[config.mk]
export PLATFORM = sky130hd
export DESIGN_NAME = pwm_channel_conditioner
export DESIGN_NICKNAME = d
export VERILOG_FILES = /design/src/rtl/pwm_pkg.sv /design/src/rtl/ms_tick_gen.sv /design/src/rtl/pwm_channel_conditioner.sv
export SDC_FILE = /design/constraint.sdc
export NUM_CORES = 1
export LEC_CHECK = 0
export ABC_AREA = 1
export CORE_MARGIN = 5
export CORE_UTILIZATION = 25
export CTS_BUF_LIST = sky130_fd_sc_hd__clkbuf_4 sky130_fd_sc_hd__clkbuf_8
export CTS_CLUSTER_DIAMETER = 60
export DETAILED_ROUTE_END_ITERATION = 12
export GPL_TIMING_DRIVEN = 0
export PLACE_DENSITY = 0.49
export SYNTH_ARGS = -nofsm -noshare
export SYNTH_HDL_FRONTEND = slang
export SYNTH_SLANG_ARGS = --single-unit
[constraint.sdc]
create_clock -name i_clk -period 2 [get_ports i_clk]
set_input_delay 0.4 -clock i_clk [delete_from_list [all_inputs] [get_ports i_clk]]
set_output_delay 0.4 -clock i_clk [all_outputs]
set_load 0.05 [all_outputs]
[src/rtl/pwm_pkg.sv]
// rtl/pwm_pkg.sv - shared constants, state encoding and scaling helper for the PWM conditioner
//
// Purpose: common definitions imported by pwm_channel_conditioner.
//   GUARD_ERROR_BIT   bit of the decoder word that flags a guard error
//   DEFAULT_MIN_US    default lower clamp in us
//   DEFAULT_MAX_US    default upper clamp in us
//   pwm_state_e       FAILSAFE / ACQUIRE / TRACKING
//   clamp_scale()     clamp a width to [min,max] and rebase it to 0
package pwm_pkg;

  localparam int GUARD_ERROR_BIT = 15;
  localparam int DEFAULT_MIN_US  = 1000;
  localparam int DEFAULT_MAX_US  = 2000;

  typedef enum logic [1:0] {
    ST_FAILSAFE = 2'd0,
    ST_ACQUIRE  = 2'd1,
    ST_TRACKING = 2'd2
  } pwm_state_e;

  function automatic logic [10:0] clamp_scale(input logic [14:0] width,
                                               input logic [14:0] min_us,
                                               input logic [14:0] max_us);
    logic [14:0] clamped;
    clamped = width;
    if (width < min_us) clamped = min_us;
    else if (width > max_us) clamped = max_us;
    return 11'(clamped - min_us);
  endfunction

endpackage

[src/rtl/ms_tick_gen.sv]
// rtl/ms_tick_gen.sv - free-running 1 ms tick divider
//
// Purpose: divides i_clk by CLOCK_FREQ/1000 and emits a 1-cycle tick per period.
// Ports:
//   i_clk     in   1  system clock
//   i_resetn  in   1  reset, asynchronous, active-low
//   o_tick    out  1  1-cycle pulse once per millisecond
module ms_tick_gen #(
  parameter int unsigned CLOCK_FREQ = 50000000
) (
  input  logic i_clk,
  input  logic i_resetn,
  output logic o_tick
);

  // CLOCK_FREQ is expected to be at least 1 kHz.
  localparam logic [31:0] DIV_LAST = 32'(CLOCK_FREQ / 1000 - 1);

  logic [31:0] count;

  always_ff @(posedge i_clk or negedge i_resetn) begin
    if (!i_resetn) begin
      count  <= '0;
      o_tick <= 1'b0;
    end else begin
      o_tick <= (count == DIV_LAST);
      count  <= (count == DIV_LAST) ? '0 : count + 32'd1;
    end
  end

endmodule

[src/rtl/pwm_channel_conditioner.sv]
// rtl/pwm_channel_conditioner.sv - validates, clamps, rescales one RC-PWM channel with failsafe policy
//
// Purpose: consumes decoder samples, applies acquire/error/timeout policy and
// publishes a 0-based channel value. Optional macro PWM_AVG_EN adds a 4-sample
// moving average (output latency becomes 2 cycles).
// Ports:
//   i_clk        in   1   system clock
//   i_resetn     in   1   reset, asynchronous, active-low
//   i_pwm_ready  in   1   1-cycle strobe: i_pwm_value is new
//   i_pwm_value  in   16  bit15 guard error, bits14:0 width in us
//   o_valid      out  1   1-cycle strobe: o_channel updated
//   o_channel    out  11  conditioned value, 0..MAX_US-MIN_US
//   o_failsafe   out  1   1 = no trustworthy signal
//   o_err_count  out  8   total bad samples, saturating at 255
module pwm_channel_conditioner
  import pwm_pkg::*;
#(
  parameter int unsigned CLOCK_FREQ = 50000000,
  parameter int unsigned MIN_US     = DEFAULT_MIN_US,
  parameter int unsigned MAX_US     = DEFAULT_MAX_US,
  parameter int unsigned ACQ_COUNT  = 4,
  parameter int unsigned ERR_LIMIT  = 3,
  parameter int unsigned TIMEOUT_MS = 100
) (
  input  logic        i_clk,
  input  logic        i_resetn,
  input  logic        i_pwm_ready,
  input  logic [15:0] i_pwm_value,
  output logic        o_valid,
  output logic [10:0] o_channel,
  output logic        o_failsafe,
  output logic [7:0]  o_err_count
);

  localparam logic [3:0]  ACQ_LAST   = 4'(ACQ_COUNT - 1);
  localparam logic [3:0]  ERR_LAST   = 4'(ERR_LIMIT - 1);
  localparam logic [15:0] TIMER_LAST = 16'(TIMEOUT_MS - 1);
  localparam logic [15:0] TIMER_MAX  = 16'(TIMEOUT_MS);

  pwm_state_e  state, state_n;
  logic [3:0]  good_run, good_run_n;
  logic [3:0]  bad_run, bad_run_n;
  logic [15:0] ms_timer;
  logic        tick;
  logic        good, bad, expire;
  logic        upd, go_fs;
  logic [10:0] ch;

  ms_tick_gen #(.CLOCK_FREQ(CLOCK_FREQ)) u_tick (
    .i_clk    (i_clk),
    .i_resetn (i_resetn),
    .o_tick   (tick)
  );

  assign good = i_pwm_ready & ~i_pwm_value[GUARD_ERROR_BIT];
  assign bad  = i_pwm_ready &  i_pwm_value[GUARD_ERROR_BIT];
  assign ch   = clamp_scale(i_pwm_value[14:0], 15'(MIN_US), 15'(MAX_US));

  // A good sample in the same cycle as the final tick wins: expiry is masked.
  assign expire = tick & ~good & (state != ST_FAILSAFE) & (ms_timer >= TIMER_LAST);

  always_ff @(posedge i_clk or negedge i_resetn) begin
    if (!i_resetn) begin
      state    <= ST_FAILSAFE;
      good_run <= '0;
      bad_run  <= '0;
    end else begin
      state    <= state_n;
      good_run <= good_run_n;
      bad_run  <= bad_run_n;
    end
  end

  always_comb begin
    state_n    = state;
    good_run_n = good_run;
    bad_run_n  = bad_run;
    upd        = 1'b0;
    go_fs      = 1'b0;
    case (state)
      ST_FAILSAFE: begin
        if (good) begin
          if (ACQ_LAST == 4'd0) begin
            state_n = ST_TRACKING;
            upd     = 1'b1;
          end else begin
            state_n    = ST_ACQUIRE;
            good_run_n = 4'd1;
          end
        end
      end
      ST_ACQUIRE: begin
        if (good) begin
          if (good_run >= ACQ_LAST) begin
            state_n    = ST_TRACKING;
            good_run_n = '0;
            upd        = 1'b1;
          end else begin
            good_run_n = good_run + 4'd1;
          end
        end else if (bad) begin
          good_run_n = '0;
        end
      end
      ST_TRACKING: begin
        if (good) begin
          upd       = 1'b1;
          bad_run_n = '0;
        end else if (bad) begin
          if (bad_run >= ERR_LAST) go_fs = 1'b1;
          else bad_run_n = bad_run + 4'd1;
        end
      end
      default: go_fs = 1'b1;
    endcase
    if (expire) go_fs = 1'b1;
    if (go_fs) begin
      state_n    = ST_FAILSAFE;
      good_run_n = '0;
      bad_run_n  = '0;
    end
  end

  // Timer saturates at TIMEOUT_MS so it holds after expiry.
  always_ff @(posedge i_clk or negedge i_resetn) begin
    if (!i_resetn) begin
      ms_timer    <= '0;
      o_err_count <= '0;
    end else begin
      if (good) ms_timer <= '0;
      else if (tick && ms_timer < TIMER_MAX) ms_timer <= ms_timer + 16'd1;
      if (bad && o_err_count != 8'hFF) o_err_count <= o_err_count + 8'd1;
    end
  end

`ifdef PWM_AVG_EN
  logic [10:0] hist [4];
  logic        upd_q, fs_q, clr_q;
  logic        enter_trk;
  logic [12:0] sum;

  assign enter_trk = (state != ST_TRACKING) && (state_n == ST_TRACKING);
  assign sum = 13'(hist[0]) + 13'(hist[1]) + 13'(hist[2]) + 13'(hist[3]);

  // Stage 1 updates the history; stage 2 publishes the average with the
  // failsafe flag delayed alongside it so both change in the same cycle.
  always_ff @(posedge i_clk or negedge i_resetn) begin
    if (!i_resetn) begin
      for (int i = 0; i < 4; i++) hist[i] <= '0;
      upd_q      <= 1'b0;
      fs_q       <= 1'b1;
      clr_q      <= 1'b0;
      o_valid    <= 1'b0;
      o_channel  <= '0;
      o_failsafe <= 1'b1;
    end else begin
      if (go_fs) begin
        for (int i = 0; i < 4; i++) hist[i] <= '0;
      end else if (enter_trk) begin
        for (int i = 0; i < 4; i++) hist[i] <= ch;
      end else if (good && state != ST_FAILSAFE) begin
        hist[0] <= ch;
        for (int i = 1; i < 4; i++) hist[i] <= hist[i-1];
      end
      upd_q      <= upd;
      fs_q       <= (state_n != ST_TRACKING);
      clr_q      <= go_fs;
      o_valid    <= upd_q & ~o_valid;
      o_failsafe <= fs_q;
      if (clr_q) o_channel <= '0;
      else if (upd_q) o_channel <= 11'(sum >> 2);
    end
  end
`else
  always_ff @(posedge i_clk or negedge i_resetn) begin
    if (!i_resetn) begin
      o_valid    <= 1'b0;
      o_channel  <= '0;
      o_failsafe <= 1'b1;
    end else begin
      o_valid    <= upd & ~o_valid;
      o_failsafe <= (state_n != ST_TRACKING);
      if (go_fs) o_channel <= '0;
      else if (upd) o_channel <= ch;
    end
  end
`endif

endmodule
* Word level (Yosys, flattened, before mapping)
Index checks and enable logic that the tools add are counted.
Widths: inputs -> output; s select.
** Cells by class
- $add $sub $neg :: 6
- $mul :: 0
- Divide/modulo/power cells :: 0
- $lt $le $gt $ge :: 6
- Eq/ne operators :: 8
- Shift-type cells :: 0
- Muxes and demuxes :: 32
- Bitwise operators :: 9
- Reduce and logical (&&, ||, !) cells :: 12
** Operator list (count)
- $mux 11 :: 4
- $mux 4 :: 10
- $add 32x1->32 const B :: 1
- $eq 32x16->1 const B :: 1
- $mux 16 :: 2
- $mux 32 :: 1
- $add 16x1->16 const B :: 1
- $ge 16x7->1 const B :: 1
- $lt 16x7->1 const B :: 1
- $gt 15x11->1 const B :: 1
- $lt 15x10->1 const B :: 1
- $sub 11x10->11 const B :: 1
- $add 4x1->4 const B :: 2
- $add 8x1->8 const B :: 1
- $ge 4x2->1 const B :: 2
- $mux 2 :: 4
- $ne 8x8->1 const B :: 1
- $pmux 4 s2 :: 1
- $reduce_bool 2->1 :: 4
- $mux 1 :: 7
- $and 1x1->1 :: 6
- $ne 3x3->1 const B :: 2
- $reduce_and 3->1 :: 2
- $reduce_bool 3->1 :: 2
- 10 further kinds :: 14
** Word-level totals
- Register bits :: 80
- Bits in latches :: 0
- Memory bits (writable) :: 0
- Bits in read-only memories :: 0
- Input bits :: 19
- Output and inout port bits :: 21
- Word-level logic and storage cells :: 83
- Memories kept :: 0

* Longest topological paths before layout
Gate-level depths: netlist (run 1).
- Depth after elaboration :: 9
- Gate-level depth with buffers :: 15
- Depth with buffers taken out :: 15

* By module
From an unflattened synthesis (run 1), not the netlist that was laid out.
** Second synthesis, totals
- Cells, all modules :: 612
- Area total of the unflattened synthesis :: 4528.1 µm²
** By module, submodules not included
- pwm_channel_conditioner :: times used 1, cells an instance 325, area an instance 2544.9 µm², sequential area each 1177.4 µm²
- ms_tick_gen :: times used 1, cells an instance 287, area an instance 1983.2 µm², sequential area each 825.8 µm²

* Worst setup path before layout (run 1)
Ideal clock, no wire load.
- Path type :: reg-to-reg
- Start :: reg o_err_count[0]
- End :: reg o_err_count[7]
- Library setup time :: 0.141 ns
- Data arrival time :: 1.679 ns
- Data required time :: 1.859 ns
- Path slack :: 0.180 ns
- Stages on the path, launching flop included :: 8
- Path buffers :: 0
- Period minus slack after synthesis :: 1.820 ns
- Path through :: dfrtp_1 > ha_1 > nand3_1 > nor2_1 > a31o_2 > nor3_1 > nand2_1 > xnor2_1
** On the way
- Word-level cells in the longest chain between the ends :: 2
- Elaborated cells on any way between the ends :: 3
- Those cells by class :: 1 x add/sub; 1 x eq/ne; 1 x reduce/logical
** RTL lines
- start, declared :: line pwm_channel_conditioner.sv:32 : output logic [7:0] o_err_count
- start signal, assigned :: line pwm_channel_conditioner.sv:132 : if (bad && o_err_count != 8'hFF) o_err_count <= o_err_count + 8'd1;
- branches (longest 2 deep; another with $add 8x1->8)
Several ways; the timed one is not identified.
A chain may end at the register's enable or synchronous reset.

* Final worst setup path (run 1)
- Start :: reg o_channel[9]
- End :: out o_channel[9]
** RTL lines
- start, declared :: line pwm_channel_conditioner.sv:30 : output logic [10:0] o_channel,
- start signal, assigned :: line pwm_channel_conditioner.sv:184 : else if (upd) o_channel <= ch;
No word-level cell between the ends.

==> metrics.cfg, run 1 <==
[run_status]
status=complete, no violations

[setup_path]
crit_type=reg -> out
crit_chain=clkdlybuf4s50_1
r2r_cells=8
r2r-end=o_channel[3]
crit_arrival_ns=1.54
slowest_delay_ns=0.81
critical_path_depth=1
worstSetupEndpoint=o_channel[9]
cp-startpoint=o_channel[9]
cpLargestDelayFamily=buffers and inverters
end_kind=primary output
r2r-start=ms_timer[0]
cp-start-kind=register
worst-path-buf-inv=1
rrSetupSlack_ns=0.20
critPathRequiredTime_ns=1.60
cp_slowest_cell=clkdlybuf4s50_1
crit_fanout=2

[yosys]
synth_cell_types=39
synth_top_area_cell=dfrtp_1
synth_area_per_cell_sq_um=8.14
synthFlopType=dfrtp_1
synth_cells=539
yosysWarnings=0
synth_area_sq_um=4390
synth_edf_count=0
syn_nets=568
synth_top_area_share_pct=45.1
ys_seq_area_share_pct=45.7
async_flop_share_pct=100
ys_ff_latch=80
netlist_top_cells_area=dfrtp_1, nand2_1, inv_1

[placed_design]
dp_hpwl_um=7370
place.gp.congestion=0.892
place_ws_ns=-0.446
port_buffers=39

[sta]
finalSetupViolCount=0
tightest_slew_ns=0.555
maxSlewViolCount=0
slew_headroom_pct=62.9
fin_ws_ns=0.0554
clock_skew_ns=0.0149
fmax_mhz=514
rsz0062_at_grt=true
whs_ns=0.428
min_period_over_period_pct=97.2
fin_crit_ns=1.94
setup_tns_ns=0
hold_violations=0

[power_and_ir_drop]
ir_drop_mv=0.565
internal_power_mw=2.48
clkPwrFrac_pct=29.8
p_comb_share_pct=22.4
power_mw=3.79
p_switching_mw=1.31
p_leak_nw=2.75
power.density_nw_per_um2=711
p_sw_share_pct=34.6
pwr-share-seq_pct=47.8

[floorplan]
dieArea_sq_um=20300
core-area_sq_um=17200
die_w_um=142
chipHeight_um=142
core.rowCount=48
initial_core_util_pct=25.5
io_pins=40

[route]
routed-via-count=3583
wl_um=9660
dr.pass1.iters=4
drcViolationCount=0
viasPerCell=4.36
routedWlPerCell_um=11.7
drt.antenna.violating_nets=0
initialDrtViolationCount=223

[global_route]
grt_pass1_vias=3484
grt_busiest_layer=met2
gr-usage-met2_pct=15.6
grt.met1_usage_pct=13.3
overflow=0
track_usage_pct=9.97
grt_pass1_wl_um=16600
antenna_found_initial=0
use_met3_pct=2.76
grt_max_degree=62

[cts]
cts.sinks=80
cts_buffers=9
clockRootBuffer=clkbuf_8
clk_latency_ns=0.37
clk_pin_slew_ns=0.09
cts_max_level=3
cts_tree=built
cts.path.max_buffers=2

[finish]
fill_cells=1791
final_common_cell=nand2_1
fin_nets=621
drive_above_1_share_pct=9.05
mostFrequentLayoutCells=nand2_1, dfrtp_1, inv_1
areaGrowthSynthToFinish_pct=21.5
utilization_pct=30.9
n_antenna_cell=0

[run]
maxCapViolations=0

[min_path]
min_path_type=in -> reg

cell families (layout without fill, tap and decap cells):
family,count (synthesis),in the layout,synth area share [%]
xor gates and xnor gates,39,39,7.78
and+or+nand+nor,284,284,30.9
DFF,80,80,45.7
AOI/OAI and AO/OA,43,43,5.73
adders and majority gates,10,10,2.85
buffers and inverters,83,141,7.10
cell usage after synthesis (3+ instances only):
cell type	number
nor3b_1	4
nand2_2	4
xor2_1	24
o21ai_1	5
dfrtp_1	79
nand3_1	30
nand4_1	11
nor2_1	74
nor2_4	3
o31ai_1	3
nor3_1	21
xnor2_1	15
o21ai_0	16
inv_1	77
nor4_1	5
nand2_1	114
ha_1	10
inv_2	5
a21oi_1	12
timing repair:
item / CTS / global route
setup buffers: 0 / 1
hold endpoints to repair: 19 / 0
endpoints found under the setup margin: 9 / 11
resized for setup: 10 / 19
pin swaps: 0 / 1
hold buffers: 1 / 0
layout make-up:
class | instances | area [sq um] | area share, %
inverters | 82 | 308 | 5.77
plain buffers | 1 | 3.75 | 0.0704
multi-input cells | 376 | 2090 | 39.3
clock inverters | 5 | 41.3 | 0.775
clock buffers | 11 | 145 | 2.72
flip-flops and latches | 80 | 2000 | 37.6
repair buffers | 42 | 453 | 8.50
well taps | 225 | 282 | 5.28
flip-flops by register name (all words and copies together), names as in the netlist:
| name | count |
|---|---|
| u_tick.count | 32 |
| o_failsafe | 1 |
| ms_timer | 16 |
| bad_run | 4 |
| o_valid | 1 |
| o_err_count | 8 |
| good_run | 4 |
| o_channel | 11 |
| u_tick.o_tick | 1 |
| state | 2 |
worst min-delay path: stages:
cell	delay, ns
dlymetal6s2s_1	0.15
nor2_1	0.07
nand2_1	0.06
nand2_1	0.05
nand2_1	0.05
power groups by stage:
stage                     sequential [mW]  clock [mW]  combinational, mW
after floorplan                      2.06           0              0.338
after global placement               1.84           0              0.868
after detailed placement             1.84           0              0.896
after CTS                            1.81        1.18              0.861
after global routing                 1.83        1.26              0.929
final                                1.81        1.13              0.850
worst min-delay path by stage:
stage,cells after the start,from,slack [ns],end
floorplan,0,i_resetn,0.10,bad_run[0]
global route,1,o_valid,0.45,o_valid
CTS,1,o_valid,0.43,o_valid
detailed placement,1,i_resetn,0.31,u_tick.count[12]
finish,5,i_pwm_value[9],0.43,o_channel[9]
global placement,1,o_valid,0.42,o_valid
metal layers:
metal | wire, um | vias up | part of all wire (%)
met4 | 156 | 0 | 1.6
met3 | 420 | 12 | 4.3
met5 | 0 | - | 0
met1 | 4670 | 1675 | 48
li1 | - | 1835 | -
met2 | 4420 | 61 | 46
through the flow:
| stage | instances | cell area, sq um |
|---|---|---|
| 3_5_place_dp | 804 | 5080 |
| 3_3_place_gp | 803 | 5060 |
| 4_1_cts | 821 | 5270 |
| 5_1_grt | 822 | 5330 |
| 2_1_floorplan | 539 | 4390 |
| 6_report | 822 | 5330 |
Power figures use the tool's default switching activity.
==> run 2, diff against run 1 <==
- SLEW_MARGIN: default -> 20
- TNS_END_PERCENT: default -> 20
==> metrics.cfg, run 2 (same netlist as run 1, synthesis figures left out) <==
[global_route]
grt_max_degree=58  ; -6.5%
track_usage_pct=10.1  ; +0.11 points
overflow=0  ; unchanged
grt_pass1_wl_um=16700  ; +0.50%
antenna_found_initial=0  ; unchanged
grt_pass1_vias=3584  ; +2.9%

[power_and_ir_drop]
pwr-share-seq_pct=48.4  ; +0.6 points
power.density_nw_per_um2=701  ; -1.4%
clkPwrFrac_pct=29.0  ; -0.8 points
internal_power_mw=2.44  ; -1.4%
p_comb_share_pct=22.6  ; +0.2 points
p_switching_mw=1.29  ; -1.9%
p_leak_nw=2.78  ; +1.2%
ir_drop_mv=0.578  ; +2.3%
p_sw_share_pct=34.5  ; -0.10 points

[floorplan]
chipHeight_um=142  ; unchanged
core-area_sq_um=17200  ; unchanged
core.rowCount=48  ; unchanged
dieArea_sq_um=20300  ; unchanged
io_pins=40  ; unchanged
die_w_um=142  ; unchanged
initial_core_util_pct=25.5  ; unchanged

[route]
drcViolationCount=0  ; unchanged
viasPerCell=4.36  ; +0.11%
routedWlPerCell_um=11.7  ; -0.77%
drt.antenna.violating_nets=0  ; unchanged
dr.pass1.iters=5  ; +1
wl_um=9580  ; -0.77%
initialDrtViolationCount=169  ; -24%
routed-via-count=3587  ; +0.11%

[sta]
fin_ws_ns=0.0701  ; +0.0147 ns
fmax_mhz=518  ; +0.76%
finalSetupViolCount=0  ; unchanged
tightest_slew_ns=0.546  ; -0.00923 ns
slew_headroom_pct=63.6  ; +0.62 points
hold_violations=0  ; unchanged
maxSlewViolCount=0  ; unchanged
clock_skew_ns=0.0116  ; -0.00328 ns
fin_crit_ns=1.93  ; -0.0147 ns
min_period_over_period_pct=96.5  ; -0.73 points

[setup_path]
r2r-end=u_tick.count[9]
cp_slowest_cell=clkdlybuf4s50_1
cpLargestDelayFamily=buffers and inverters
critPathRequiredTime_ns=1.60  ; about the same
crit_chain=clkdlybuf4s50_1
crit_arrival_ns=1.53  ; about the same
rrSetupSlack_ns=0.21  ; about the same
crit_type=reg -> out
r2r-start=u_tick.count[0]
crit_fanout=2  ; unchanged
critical_path_depth=1  ; unchanged
end_kind=primary output
cp-start-kind=register
r2r_cells=7  ; -1
worst-path-buf-inv=1  ; unchanged
slowest_delay_ns=0.81  ; about the same

[run_status]
status=complete, no violations

[finish]
largest_reg_flops=32  ; unchanged
n_antenna_cell=0  ; unchanged
regMostFlops=u_tick.count
utilization_pct=30.9  ; -0.058 points
final_common_cell=nand2_1
mostFrequentLayoutCells=nand2_1, dfrtp_1, inv_1
drive_above_1_share_pct=8.88  ; -0.17 points
fin_nets=621  ; unchanged
areaGrowthSynthToFinish_pct=21.2
largest_registers=u_tick.count (32), ms_timer (16), o_channel (11)

[cts]
cts_tree=built
clk_latency_ns=0.36  ; about the same
cts.path.max_buffers=2  ; unchanged
cts_max_level=3  ; unchanged
cts_buffers=9  ; unchanged
clockRootBuffer=clkbuf_8
clk_pin_slew_ns=0.08  ; about the same
cts.sinks=80  ; unchanged

[placed_design]
place_ws_ns=-0.456  ; -0.0103 ns
dp_hpwl_um=7330  ; -0.44%
port_buffers=39  ; unchanged
place.gp.congestion=0.892  ; unchanged

[min_path]
whs_path_depth=1  ; -4
min_path_type=reg -> reg
hold_path_end=o_valid
min-delay-start=o_valid

[run]
maxCapViolations=0  ; unchanged

run 2: changes by cell type in the layout (fill, tap and decap cells not counted), sizes merged:
cell,delta
clkinvlp,+1
dlygate4sd2,+1
inv,-1
clkdlybuf4s50,-3
dlymetal6s2s,+2
run 2: worst max path at each step:
| stage | start | slack [ns] | end |
|---|---|---|---|
| floorplan | o_err_count[0] | 0.18 | o_err_count[7] |
| global placement | i_resetn | -2.42 | o_channel[8] |
| detailed placement | i_pwm_value[5] | -0.46 | o_channel[9] |
| CTS | o_channel[5] | 0.007 | o_channel[5] |
| global route | i_pwm_value[12] | -0.004 | o_channel[9] |
| finish | o_channel[1] | 0.07 | o_channel[1] |
run 2: repair_timing:
item,in CTS,in global routing
setup endpoints to repair,10,10
hold buffers,1,0
pin swaps,0,1
setup buffers,0,1
hold endpoints to repair,23,0
gates resized for setup,10,21
run 2: routing by layer:
| metal | GRT usage, % | wire (um) | up-vias |
|---|---|---|---|
| met5 | 0 | 0 | - |
| met4 | 5.25 | 284 | 0 |
| met3 | 2.65 | 449 | 22 |
| met2 | 15.6 | 4320 | 70 |
| met1 | 13.0 | 4530 | 1661 |
| li1 | - | - | 1834 |
run 2: final cells by class:
| class | instances | area [sq um] |
|---|---|---|
| Buffer | 1 | 3.75 |
| Clock buffer | 11 | 139 |
| Clock inverter | 5 | 36.3 |
| Fill cell | 1800 | 11900 |
| Inverter | 82 | 308 |
| Multi-Input combinational cell | 376 | 2090 |
| Sequential cell | 80 | 2000 |
| Tap cell | 225 | 282 |
| Timing Repair Buffer | 42 | 457 |
run 2: power by group through the flow:
stage,sequential (mW),combinational (mW),clock [mW]
finish,1.80,0.842,1.08
global route,1.83,0.920,1.22
CTS,1.81,0.855,1.14
detailed placement,1.84,0.898,0
global placement,1.84,0.868,0
floorplan,2.06,0.338,0
run 2: through the flow:
| stage | power (mW) | cells | hold WS [ns] | instance area (sq um) | setup TNS, ns |
|---|---|---|---|---|---|
| after floorplan | 2.40 | 539 | 0.104 | 4390 | 0 |
| after global placement | 2.70 | 803 | 0.420 | 5060 | -194.58 |
| after detailed placement | 2.74 | 804 | 0.337 | 5080 | -2.53 |
| after CTS | 3.80 | 821 | 0.437 | 5260 | 0 |
| after global routing | 3.96 | 822 | 0.452 | 5320 | -0.00351 |
| final | 3.73 | 822 | 0.425 | 5320 | 0 |
==> run 3, diff against run 2 <==
- clock period: 2 -> 1.8 ns (I/O delays scaled with it)
==> metrics.cfg, run 3 (same netlist as run 1, synthesis figures left out) <==
[run_status]
status=complete, no violations

[floorplan]
core-area_sq_um=17200  ; unchanged
die_w_um=142  ; unchanged
initial_core_util_pct=25.5  ; unchanged
dieArea_sq_um=20300  ; unchanged
chipHeight_um=142  ; unchanged
io_pins=40  ; unchanged
core.rowCount=48  ; unchanged

[global_route]
grt_pass1_vias=3462  ; -3.4%
grt_max_degree=58  ; unchanged
grt_pass1_wl_um=16600  ; -0.74%
overflow=0  ; unchanged
grt_busiest_layer=met2
grt.met1_usage_pct=13.2  ; +0.19 points
antenna_found_initial=0  ; unchanged
use_met3_pct=2.32  ; -0.34 points
track_usage_pct=10.0  ; -0.041 points
gr-usage-met2_pct=15.5  ; -0.025 points

[setup_path]
rrSetupSlack_ns=0.13  ; -0.08 ns
r2r_cells=7  ; unchanged
critPathRequiredTime_ns=2.06  ; +0.46 ns
end_kind=register
r2r-end=o_err_count[7]
crit_arrival_ns=2.01  ; +0.48 ns
cp-start-kind=primary input
r2r-start=o_err_count[0]
crit_type=in -> reg
crit_fanout=10  ; +8

[sta]
slew_headroom_pct=65.3  ; +1.7 points
rsz0062_at_grt=true
min_period_over_period_pct=97.0
finalSetupViolCount=0  ; unchanged
tightest_slew_ns=0.522  ; -0.0232 ns
fin_crit_ns=1.75
fmax_mhz=573
whs_ns=0.291  ; -0.134 ns
maxSlewViolCount=0  ; unchanged
hold_violations=0  ; unchanged
clock_skew_ns=0.0113  ; -0.000254 ns

[finish]
fin_nets=628  ; +1.1%
regMostFlops=u_tick.count
final_common_cell=nand2_1
utilization_pct=31.9  ; +1.0 points
fill_cells=1814  ; +0.78%
fin_cells=829  ; +0.85%
areaGrowthSynthToFinish_pct=25.3
mostFrequentLayoutCells=nand2_1, dfrtp_1, inv_1
largest_registers=u_tick.count (32), ms_timer (16), o_channel (11)
drive_above_1_share_pct=14.1  ; +5.2 points
largest_reg_flops=32  ; unchanged
n_antenna_cell=0  ; unchanged

[route]
dr.pass1.iters=4  ; -1
initialDrtViolationCount=253  ; +50%
viasPerCell=4.39  ; +0.59%
drcViolationCount=0  ; unchanged
routedWlPerCell_um=11.8  ; +1.0%
routed-via-count=3639  ; +1.4%
wl_um=9760  ; +1.9%
drt.antenna.violating_nets=0  ; unchanged

[cts]
clockRootBuffer=clkbuf_8
cts_buffers=9  ; unchanged
cts.sinks=80  ; unchanged
cts_max_level=3  ; unchanged
cts.path.max_buffers=2  ; unchanged
clk_latency_ns=0.36  ; about the same
clk_pin_slew_ns=0.08  ; about the same
cts_tree=built

[min_path]
whs_path_depth=3  ; +2
min-delay-start=i_pwm_value[0]
hold_path_end=o_channel[0]
min_path_type=in -> reg

[placed_design]
place.gp.congestion=0.913  ; +2.3%
placedCellCount=804  ; unchanged
dp_hpwl_um=7330  ; about the same
port_buffers=39  ; unchanged

[power_and_ir_drop]
pwr-share-seq_pct=44.6  ; -3.8 points
ir_drop_mv=0.363  ; -37%
p_leak_nw=2.74  ; -1.4%
power.density_nw_per_um2=821  ; +17%
clkPwrFrac_pct=33.5  ; +4.5 points
internal_power_mw=3.01  ; +24%
p_sw_share_pct=33.2  ; -1.3 points
p_switching_mw=1.50  ; +16%
p_comb_share_pct=21.9  ; -0.7 points

[run]
maxCapViolations=0  ; unchanged

## run 3: cell types whose count changed in the layout (fill, tap and decap cells not counted), sizes merged, moves of 2 or more
cell,previous run,this run
buf,4,10
bufinv,0,2
clkbuf,11,9
clkdlybuf4s50,15,9
clkinvlp,3,1
dlygate4sd2,9,24
dlymetal6s2s,14,4
inv,82,85
## run 3: critical path, cell delays in order
cell             delay (ns)
clkdlybuf4s50_1        0.40
nor2_1                 0.11
nand3_1                0.15
nor2_2                 0.16
nand2_4                0.11
o21ai_1                0.16
ha_4                   0.19
a21oi_2                0.04
buf_4                  0.13
nand3_1                0.05
nand2_1                0.05
nand2_1                0.06
nand2_1                0.04
## run 3: final cells by class
| cell class | instances | area [sq um] | share of cell area (%) |
|---|---|---|---|
| inverter | 82 | 308 | 5.60 |
| clock buffer | 9 | 124 | 2.25 |
| tap | 225 | 282 | 5.12 |
| timing repair buffer | 48 | 458 | 8.33 |
| clock inverter | 7 | 101 | 1.84 |
| buffer | 1 | 3.75 | 0.0683 |
| sequential | 80 | 2010 | 36.5 |
| multi-input combinational | 377 | 2210 | 40.3 |
## run 3: metal layers
layer / vias to the layer above / share of wire [%] / wire length [um]
li1: 1846 / - / -
met1: 1701 / 47 / 4610
met2: 74 / 46 / 4490
met3: 18 / 4.1 / 402
met4: 0 / 2.7 / 259
met5: - / 0 / 0
## run 3: metrics by stage
stage	total power, mW	setup TNS, ns	setup slack (ns)	area [sq um]
finish	4.51	0	0.0545	5500
floorplan	2.67	0	0.0887	4390
global route	4.77	-0.0819	-0.0783	5500
detailed placement	3.04	-5.61	-0.589	5090
global placement	3.01	-212.51	-2.91	5060
CTS	4.55	-0.0810	-0.0697	5310
## run 3: power by group through the flow
stage | clock network, mW | registers, mW | logic [mW]
CTS | 1.59 | 2.01 | 0.948
finish | 1.51 | 2.01 | 0.988
global route | 1.65 | 2.04 | 1.08
global placement | 0 | 2.04 | 0.966
floorplan | 0 | 2.30 | 0.375
detailed placement | 0 | 2.05 | 0.992
## run 3: worst max-delay path by stage
stage	from	to	depth (start not counted)
2_1_floorplan	o_err_count[0]	o_err_count[7]	7
3_3_place_gp	i_resetn	o_err_count[1]	1
3_5_place_dp	i_pwm_value[5]	o_channel[9]	14
4_1_cts	i_pwm_value[9]	o_channel[9]	16
5_1_grt	i_pwm_value[1]	o_channel[9]	16
6_report	i_pwm_value[12]	o_channel[9]	13
## run 3: timing repair
item                       4_1_cts  5_1_grt
pin swaps                        0        9
cloned                           0        1
setup endpoints to repair       27       24
hold buffers                     1        0
hold endpoints to repair        23        0
resized for setup               30       39
buffers inserted                 0        7
